[config.mk]
export PLATFORM = sky130hd
export DESIGN_NAME = sync_ram_dp
export DESIGN_NICKNAME = d
export VERILOG_FILES = /design/src/rtl/sync_ram_pkg.sv /design/src/rtl/sync_ram_init_fsm.sv /design/src/rtl/sync_ram_dp.sv
export SDC_FILE = /design/constraint.sdc
export NUM_CORES = 2
export LEC_CHECK = 0
export ABC_CLOCK_PERIOD_IN_PS = 6200
export CAP_MARGIN = 15
export CORE_MARGIN = 2
export CORE_UTILIZATION = 45
export CTS_CLUSTER_SIZE = 10
export DETAILED_ROUTE_END_ITERATION = 16
export SYNTH_ARGS = -nofsm -noshare
export SYNTH_HDL_FRONTEND = slang
export SYNTH_SLANG_ARGS = --single-unit
[constraint.sdc]
create_clock -name clk -period 6.2 [get_ports clk]
set_input_delay 1.24 -clock clk [delete_from_list [all_inputs] [get_ports clk]]
set_output_delay 1.24 -clock clk [all_outputs]
set_load 0.02 [all_outputs]
[src/rtl/sync_ram_pkg.sv]
// rtl/sync_ram_pkg.sv - shared state type and default geometry for the dual-port sync RAM
package sync_ram_pkg;

    localparam int DEF_DATA_W = 8;
    localparam int DEF_ADDR_W = 8;

    typedef enum logic {
        INIT  = 1'b0,
        READY = 1'b1
    } ram_state_t;

endpackage

[src/rtl/sync_ram_init_fsm.sv]
// rtl/sync_ram_init_fsm.sv - clear sequencer that zero-fills every RAM address after reset
module sync_ram_init_fsm
    import sync_ram_pkg::*;
#(
    parameter int ADDR_W = DEF_ADDR_W
) (
    input  logic              clk,
    input  logic              rst_n,
    output logic              init_busy,
    output logic [ADDR_W-1:0] clr_addr,
    output logic              clr_we
);

    localparam logic [ADDR_W-1:0] LAST_ADDR = '1;
    localparam logic [ADDR_W-1:0] ADDR_ONE  = {{(ADDR_W-1){1'b0}}, 1'b1};

    ram_state_t        state;
    ram_state_t        state_next;
    logic [ADDR_W-1:0] cnt;
    logic [ADDR_W-1:0] cnt_next;

    // State and clear-address registers; reset always restarts the clear from address 0
    always_ff @(posedge clk or negedge rst_n) begin
        if (!rst_n) begin
            state <= INIT;
            cnt   <= '0;
        end else begin
            state <= state_next;
            cnt   <= cnt_next;
        end
    end

    // One address cleared per INIT cycle; leave INIT once the top address has been written
    always_comb begin
        state_next = state;
        cnt_next   = cnt;
        init_busy  = 1'b0;
        clr_we     = 1'b0;
        clr_addr   = cnt;
        case (state)
            INIT: begin
                init_busy = 1'b1;
                clr_we    = 1'b1;
                if (cnt == LAST_ADDR) begin
                    state_next = READY;
                    cnt_next   = '0;
                end else begin
                    cnt_next = cnt + ADDR_ONE;
                end
            end
            READY: begin
                state_next = READY;
            end
            default: begin
                state_next = INIT;
            end
        endcase
    end

endmodule

[src/rtl/sync_ram_dp.sv]
// rtl/sync_ram_dp.sv - dual-port synchronous RAM with byte enables and zero-fill; optional RAM_BYPASS_EN forwarding
module sync_ram_dp
    import sync_ram_pkg::*;
#(
    parameter int DATA_W = DEF_DATA_W,
    parameter int ADDR_W = DEF_ADDR_W
) (
    input  logic                clk,
    input  logic                rst_n,
    input  logic                wr_en,
    input  logic [ADDR_W-1:0]   wr_addr,
    input  logic [DATA_W-1:0]   wr_data,
    input  logic [DATA_W/8-1:0] wr_be,
    input  logic                rd_en,
    input  logic [ADDR_W-1:0]   rd_addr,
    output logic [DATA_W-1:0]   rd_data,
    output logic                rd_valid,
    output logic                init_busy
);

    localparam int BE_W  = DATA_W / 8;
    localparam int DEPTH = 2 ** ADDR_W;

    logic [DATA_W-1:0] mem [DEPTH];

    logic [ADDR_W-1:0] clr_addr;
    logic              clr_we;
    logic              wr_accept;
    logic              rd_accept;
    logic [DATA_W-1:0] rd_word;

    sync_ram_init_fsm #(
        .ADDR_W (ADDR_W)
    ) u_init_fsm (
        .clk       (clk),
        .rst_n     (rst_n),
        .init_busy (init_busy),
        .clr_addr  (clr_addr),
        .clr_we    (clr_we)
    );

    // User traffic is only honoured once the clear engine has finished
    assign wr_accept = wr_en & ~init_busy;
    assign rd_accept = rd_en & ~init_busy;

    // Array write: zero-fill during INIT, byte-masked user writes in READY; array itself is never reset
    always_ff @(posedge clk) begin
        if (clr_we) begin
            mem[clr_addr] <= '0;
        end else if (wr_accept) begin
            for (int i = 0; i < BE_W; i++) begin
                if (wr_be[i]) begin
                    mem[wr_addr][8*i +: 8] <= wr_data[8*i +: 8];
                end
            end
        end
    end

`ifdef RAM_BYPASS_EN
    // Same-address collision returns the incoming bytes merged over the stored word
    always_comb begin
        rd_word = mem[rd_addr];
        if (wr_accept && (wr_addr == rd_addr)) begin
            for (int i = 0; i < BE_W; i++) begin
                if (wr_be[i]) begin
                    rd_word[8*i +: 8] = wr_data[8*i +: 8];
                end
            end
        end
    end
`else
    // Plain array read: a same-cycle write to the same address is not yet visible (old data)
    always_comb begin
        rd_word = mem[rd_addr];
    end
`endif

    // Registered read port; rd_data holds its last value when no read is accepted
    always_ff @(posedge clk or negedge rst_n) begin
        if (!rst_n) begin
            rd_data  <= '0;
            rd_valid <= 1'b0;
        end else begin
            rd_valid <= rd_accept;
            if (rd_accept) begin
                rd_data <= rd_word;
            end
        end
    end

endmodule

---- Yosys cells after proc, flatten, opt, wreduce, memory -nomap -nowiden ----
Memories as Yosys holds them, arrays and structs flattened. A register that Yosys moved wholly into a read port is not among the register bits.
Cells that the tools add are included.
storage, ports and cells
  memory bits (writable) .................. 2,048
  output and inout port bits .............. 10
  input port bits ......................... 29
  memories ................................ 1
  flip-flop bits (word level) ............. 10
cells by class
  add/subtract/negate cells ............... 1
  multiplexer cells ....................... 11
  bitwise logic cells ..................... 3
  eq/ne operators ......................... 1
  reductions and logical operators ........ 2
memories
  name  depth  width  read ports  clocked after Yosys merged registers in  wr ports  line               text
  mem   256    8      1           1                                        1         sync_ram_dp.sv:24  logic [DATA_W-1:0] mem [DEPTH];
operators by type and width
  kind                                          count
  2-to-1 mux 8 bit                              3
  adder 8 x 1 -> 8 bit (second input constant)  1
  equality test 8 bit (second input constant)   1
  OR reduction 8 bit                            1
  2-to-1 mux 1 bit                              7
  AND 1 bit                                     2
  one-hot mux 1 bit (2 select lines)            1
  zero test 1 bit                               1
  inverter 1 bit                                1

---- Logic depth before layout (Yosys ltp) ----
  depth after elaboration ................. 6
  gate-level depth with buffers ........... 12
  gate-level depth less buffers ........... 7

---- Cells and area by module ----
From an unflattened synthesis, not the netlist that was laid out.
unflattened totals
  cells, all modules ...................... 4,104
  area, all modules ....................... 81,475.6 µm²
modules (own cells, without submodules)
  module             cells an instance  times used  area each (µm²)
  sync_ram_dp        4,070              1           81,054.0
  sync_ram_init_fsm  34                 1           421.7

---- Worst setup path before layout ----
OpenSTA, ideal clock, no wires.
  path kind ............................... in2reg
  start point ............................. input port wr_be
  end point ............................... memory mem[0][0] in the netlist's numbering (data pin)
  stages .................................. 4
  path slack .............................. 223 ps
  arrival ................................. 5,107 ps
  setup time .............................. 869 ps
  cells stage by stage .................... nand2_1 nor2_1 clkbuf_1 and2_1
on the way
  word-level cells in the longest chain between the ends .. 6
RTL lines
  element                                 line               text
  from (decl)                             sync_ram_dp.sv:13  input logic [DATA_W/8-1:0] wr_be,
  2-to-1 mux 1 bit                        sync_ram_dp.sv:52  if (wr_be[i]) begin
  2-to-1 mux 1 bit                        sync_ram_dp.sv:50  end else if (wr_accept) begin
  2-to-1 mux 1 bit                        sync_ram_dp.sv:48  if (clr_we) begin
  2-to-1 mux 1 bit (implied by the code)  sync_ram_dp.sv:53  mem[wr_addr][8*i +: 8] <= wr_data[8*i +: 8];
  OR reduction 8 bit (no source line)     n/a
  2-to-1 mux 8 bit (no source line)       n/a
  to (decl)                               sync_ram_dp.sv:24
Every way passes these cells.

==> flow_results.org <==
** Hold path
- The worst hold path begins at u_init_fsm.clr_addr[6]$_DFFE_PN0N_.
- The worst hold path belongs to the class register to register.
- For hold timing, the worst endpoint is u_init_fsm.clr_addr[6]$_DFFE_PN0N_.
- Cell depth of the worst min-delay path :: 1

** Finish
- Post-route non-filler standard cell count :: 6755
- Finished layout cell area :: 0.09069 sq mm
- For this run, the post-layout net count is 4337.
- Layout overhead on the synthesized area :: 11.78%
- At the end of the flow the core is filled with cells to 50.72%.
- Share of layout cells above drive strength 1 :: 17.47%

** Drt
- Wire length after detailed routing :: 215800 microns
- Drt pass-1 iters :: 5
- DRC marker count from the first detailed-route iteration :: 5181
- In the routed design, unresolved DRC markers number 0.
- Via count :: 41720
- Dividing the detail-routed wire length by the instance count gives 31.95 microns.
- Number of nets still failing antenna checks after routing :: 0
- After detailed routing, the number of vias per cell comes to 6.176.

** Global routing
- The via count of the first global-routing pass is 41470.
- Global routing used 23.29% of the available tracks.
- The first global-routing pass estimated 308100 microns of wire.
- Entering global routing, the biggest net connects 97 pins.
- Initial antenna violation count :: 7
- Summed over all layers, the global routing overflow is 0.

** Clock network
- Number of buffers inserted by post-CTS setup repair :: 0
- TritonCTS built the clock tree.
- Clock tree synthesis found a total of 2066 sinks.
- Quantity of hold-fixing buffers added after cts :: 0
- Clock buffer depth :: 3
- The clock reaches the later pin of the worst-skew pair after 870 ps.
- Total of cells resized after clock tree synthesis :: 0
- Clock tree root driver cell :: clkbuf_16
- The H-tree was split into 4 levels.
- Number of CTS-inserted buffers :: 227
- Clock-pin slew reported for the worst setup and hold paths after clock tree synthesis :: 50 ps

** Critical path
- In this run the worst path has a maximum fanout of 59.
- Cell chain of the critical path :: buf_6, nand3b_1, buf_4, o22ai_1, a211oi_1, o21ai_0, nand2_1, a2111oi_0, a221o_1
- Depth of the most critical reg-to-reg path :: 7
- The worst setup path is launched from an input pin.
- Worst setup EP type :: register
- The startpoint identified for the worst register-to-register timing path is u_init_fsm.state$_DFF_PN0_.
- Critical register-to-register path endpoint :: mem[143][0]$_DFFE_PP_
- CP peak stage delay :: 760 ps
- The critical path is of the input pin to register type.
- Highest-delay cell along the critical path :: nand3b_1
- Minimum setup slack among reg-to-reg paths :: 2620 ps
- Data on the critical path arrives at its endpoint at 5190 ps.
- For the worst setup path, the data required time is 6970 ps.

** Die
- Initial cell density of the core :: 45.37%
- Die width :: 428.6 microns
- Measured along the y axis, the die boundary spans 428.6 microns.
- # IOs :: 39
- In this run the standard cell core region covers 0.1788 sq mm.
- The floorplan step defined a die boundary enclosing 0.1837 sq mm.
- After floorplanning, the core was divided into 155 placement rows.

** Yosys
- Main combinational cell family by area after synthesis :: multiplexers
- In the synthesized netlist the async set-or-reset flop fraction comes to 0.8712%.
- #FFs+latches synth :: 2066
- For this run, the number of Yosys warnings is 0.
- Commonest cells post-synth :: edfxtp_1, mux2i_1, mux4_2
- Library cell with the highest instance count after synthesis :: edfxtp_1
- The synthesized netlist devotes 0.01542% of its cell area to adder and majority cells.
- Netlist area before placement :: 0.08113 sq mm
- XOR/XNOR Fraction of Synth Area :: 0.04318%
- Synth Area in Compound Gates :: 4.040%
- After technology mapping, the gate count stands at 4146.
- The top cell type by area accounts for 75.80% of the synthesized area.
- The synthesized netlist devotes 3.158% of its cell area to simple gates.
- Mean post-synth cell area :: 19.57 sq um
- After synthesis, flip-flops and latches occupy 76.36% of the total area.
- The synthesized design contains 2048 enable-type register cells.
- The synthesized design spends more area on one cell type than any other, namely edfxtp_1.
- Most area-consuming cells after synthesis :: edfxtp_1, mux4_2, mux2i_1, nor2_1, o22ai_1
- Of the post-synthesis cell area, the part taken by muxes is 14.37%.
- Most frequently used flop master after synthesis :: edfxtp_1
- Nets in the synthesized netlist :: 4176
- Counting distinct cell types in the post-synthesis netlist gives 60.

** Timing
- Setup repair after global routing left no endpoint under its margin.
- Fin Clk Skew :: 46.06 ps
- Count of final setup violators :: 0
- Worst Tran Pin Value :: 1163 ps
- Fmax :: 225.9 MHz
- The worst path uses 71.41% of the clock period.
- Number of hold violations in the final report :: 0
- Setup TNS :: 0 ps
- The worst path needs 4427 ps of the cycle, external delays included.
- Final max-slew violation count :: 0
- Max transition margin :: 21.74%

** Power and ir drop
- Post-layout power :: 27.95 mW
- Clock share of power :: 42.9%
- Net switching power figure :: 5.762 mW
- IR analysis of the VDD net gives a maximum drop of 0.0003118 V.
- Power spread over the standard cell area amounts to 308.2 mW/mm^2.
- Int Power :: 22.18 mW
- Of the total power, the share spent switching nets is 20.62%.
- Part of the total power dissipated in combinational logic :: 3.0%
- The share of total power dissipated in sequential elements is 54.1%.
- In this run the static leakage power is 31.17 nW.

** Place
- RD Place Congestion :: 0.9021
- HPWL Detailed :: 135800 microns
- Placed cell areas :: 0.08429 sq mm
- Buffers placed on the I/O ports in this run total 38.
- Placed Instances :: 6433

** Flow run
- Number of maximum-capacitance constraint violations :: 0

** Status
- The run finished with clean final reports.
## flip-flops by register name, indices dropped and copies added, names as in the netlist
| register | flops |
|---|---|
| u_init_fsm.clr_addr | 8 |
| mem | 2048 |
| rd_valid | 1 |
| u_init_fsm.state | 1 |
| rd_data | 8 |
## per-stage QoR
| stage | hold WS (ps) | worst slack [ps] |
|---|---|---|
| after global placement | 627.9 | 1018 |
| after floorplan | 507.4 | 223.4 |
| after detailed placement | 648.7 | 985.3 |
| final | 665.9 | 1773 |
| after global routing | 662.2 | 1764 |
| after CTS | 659.3 | 1865 |
## worst max-delay path: cells and delay by family
family / cells / cell delay (ps)
AOI/OAI and AO/OA: 5 / 1910
buffers and inverters: 2 / 1040
and+or+nand+nor: 2 / 850
## metal layers
layer	track usage (%)	routed length (microns)	part of all wire (%)
met1	32.52	88930	41
met2	37.39	104000	48
met3	4.154	15950	7.4
met4	7.426	6861	3.2
met5	0	41	0.019
## power groups by stage
stage	sequential, mW	combinational (mW)	clock [mW]
after floorplan	15.4	0.568	0
after global placement	15.4	0.833	0
after detailed placement	15.4	0.836	0
after CTS	15.1	0.838	12.2
after global routing	15.1	0.869	12.7
final	15.1	0.836	12.0
## logic make-up after synthesis
logic type,after synthesis
DFF,2066
muxes,749
and+or+nand+nor,586
AOI/OAI and AO/OA,486
buffers and inverters,254
xor gates and xnor gates,4
adders and majority gates,1
## cell type report
| type | instances | area [sq um] |
|---|---|---|
| clock inverter | 17 | 345.3 |
| inverter | 7 | 28.78 |
| clock buffer | 300 | 6038 |
| tap | 2355 | 2947 |
| antenna | 5 | 12.51 |
| sequential | 2066 | 61950 |
| multi-input combinational | 1826 | 17590 |
| fill | 14310 | 88120 |
| timing repair buffer | 179 | 1777 |
## how the worst max path moves through the flow
stage               start                endpoint  depth (start not counted)
6_report       rd_addr[4]  rd_data[5]$_DFFE_PN0P_                          9
5_1_grt        rd_addr[4]  rd_data[5]$_DFFE_PN0P_                          9
4_1_cts        rd_addr[4]  rd_data[5]$_DFFE_PN0P_                          9
3_3_place_gp   rd_addr[4]  rd_data[5]$_DFFE_PN0P_                          9
3_5_place_dp   rd_addr[4]  rd_data[5]$_DFFE_PN0P_                          9
2_1_floorplan       wr_be     mem[0][0]$_DFFE_PP_                          4
## placed cells by master, fill, tap and decap left out, types with 23 or more instances in the layout
| cell type | instances |
|---|---|
| a211o_1 | 26 |
| a211oi_1 | 36 |
| a21oi_1 | 65 |
| a22oi_1 | 27 |
| a31oi_1 | 23 |
| buf_12 | 25 |
| buf_4 | 111 |
| clkbuf_1 | 68 |
| clkbuf_16 | 230 |
| clkdlybuf4s50_1 | 34 |
| edfxtp_1 | 2048 |
| mux2_2 | 24 |
| mux2i_1 | 395 |
| mux4_2 | 330 |
| nand2_1 | 136 |
| nand3_1 | 38 |
| nor2_1 | 280 |
| nor3_1 | 33 |
| o21ai_0 | 49 |
| o221ai_1 | 46 |
| o22ai_1 | 140 |
Note: power is estimated with default switching activity, not from simulation.
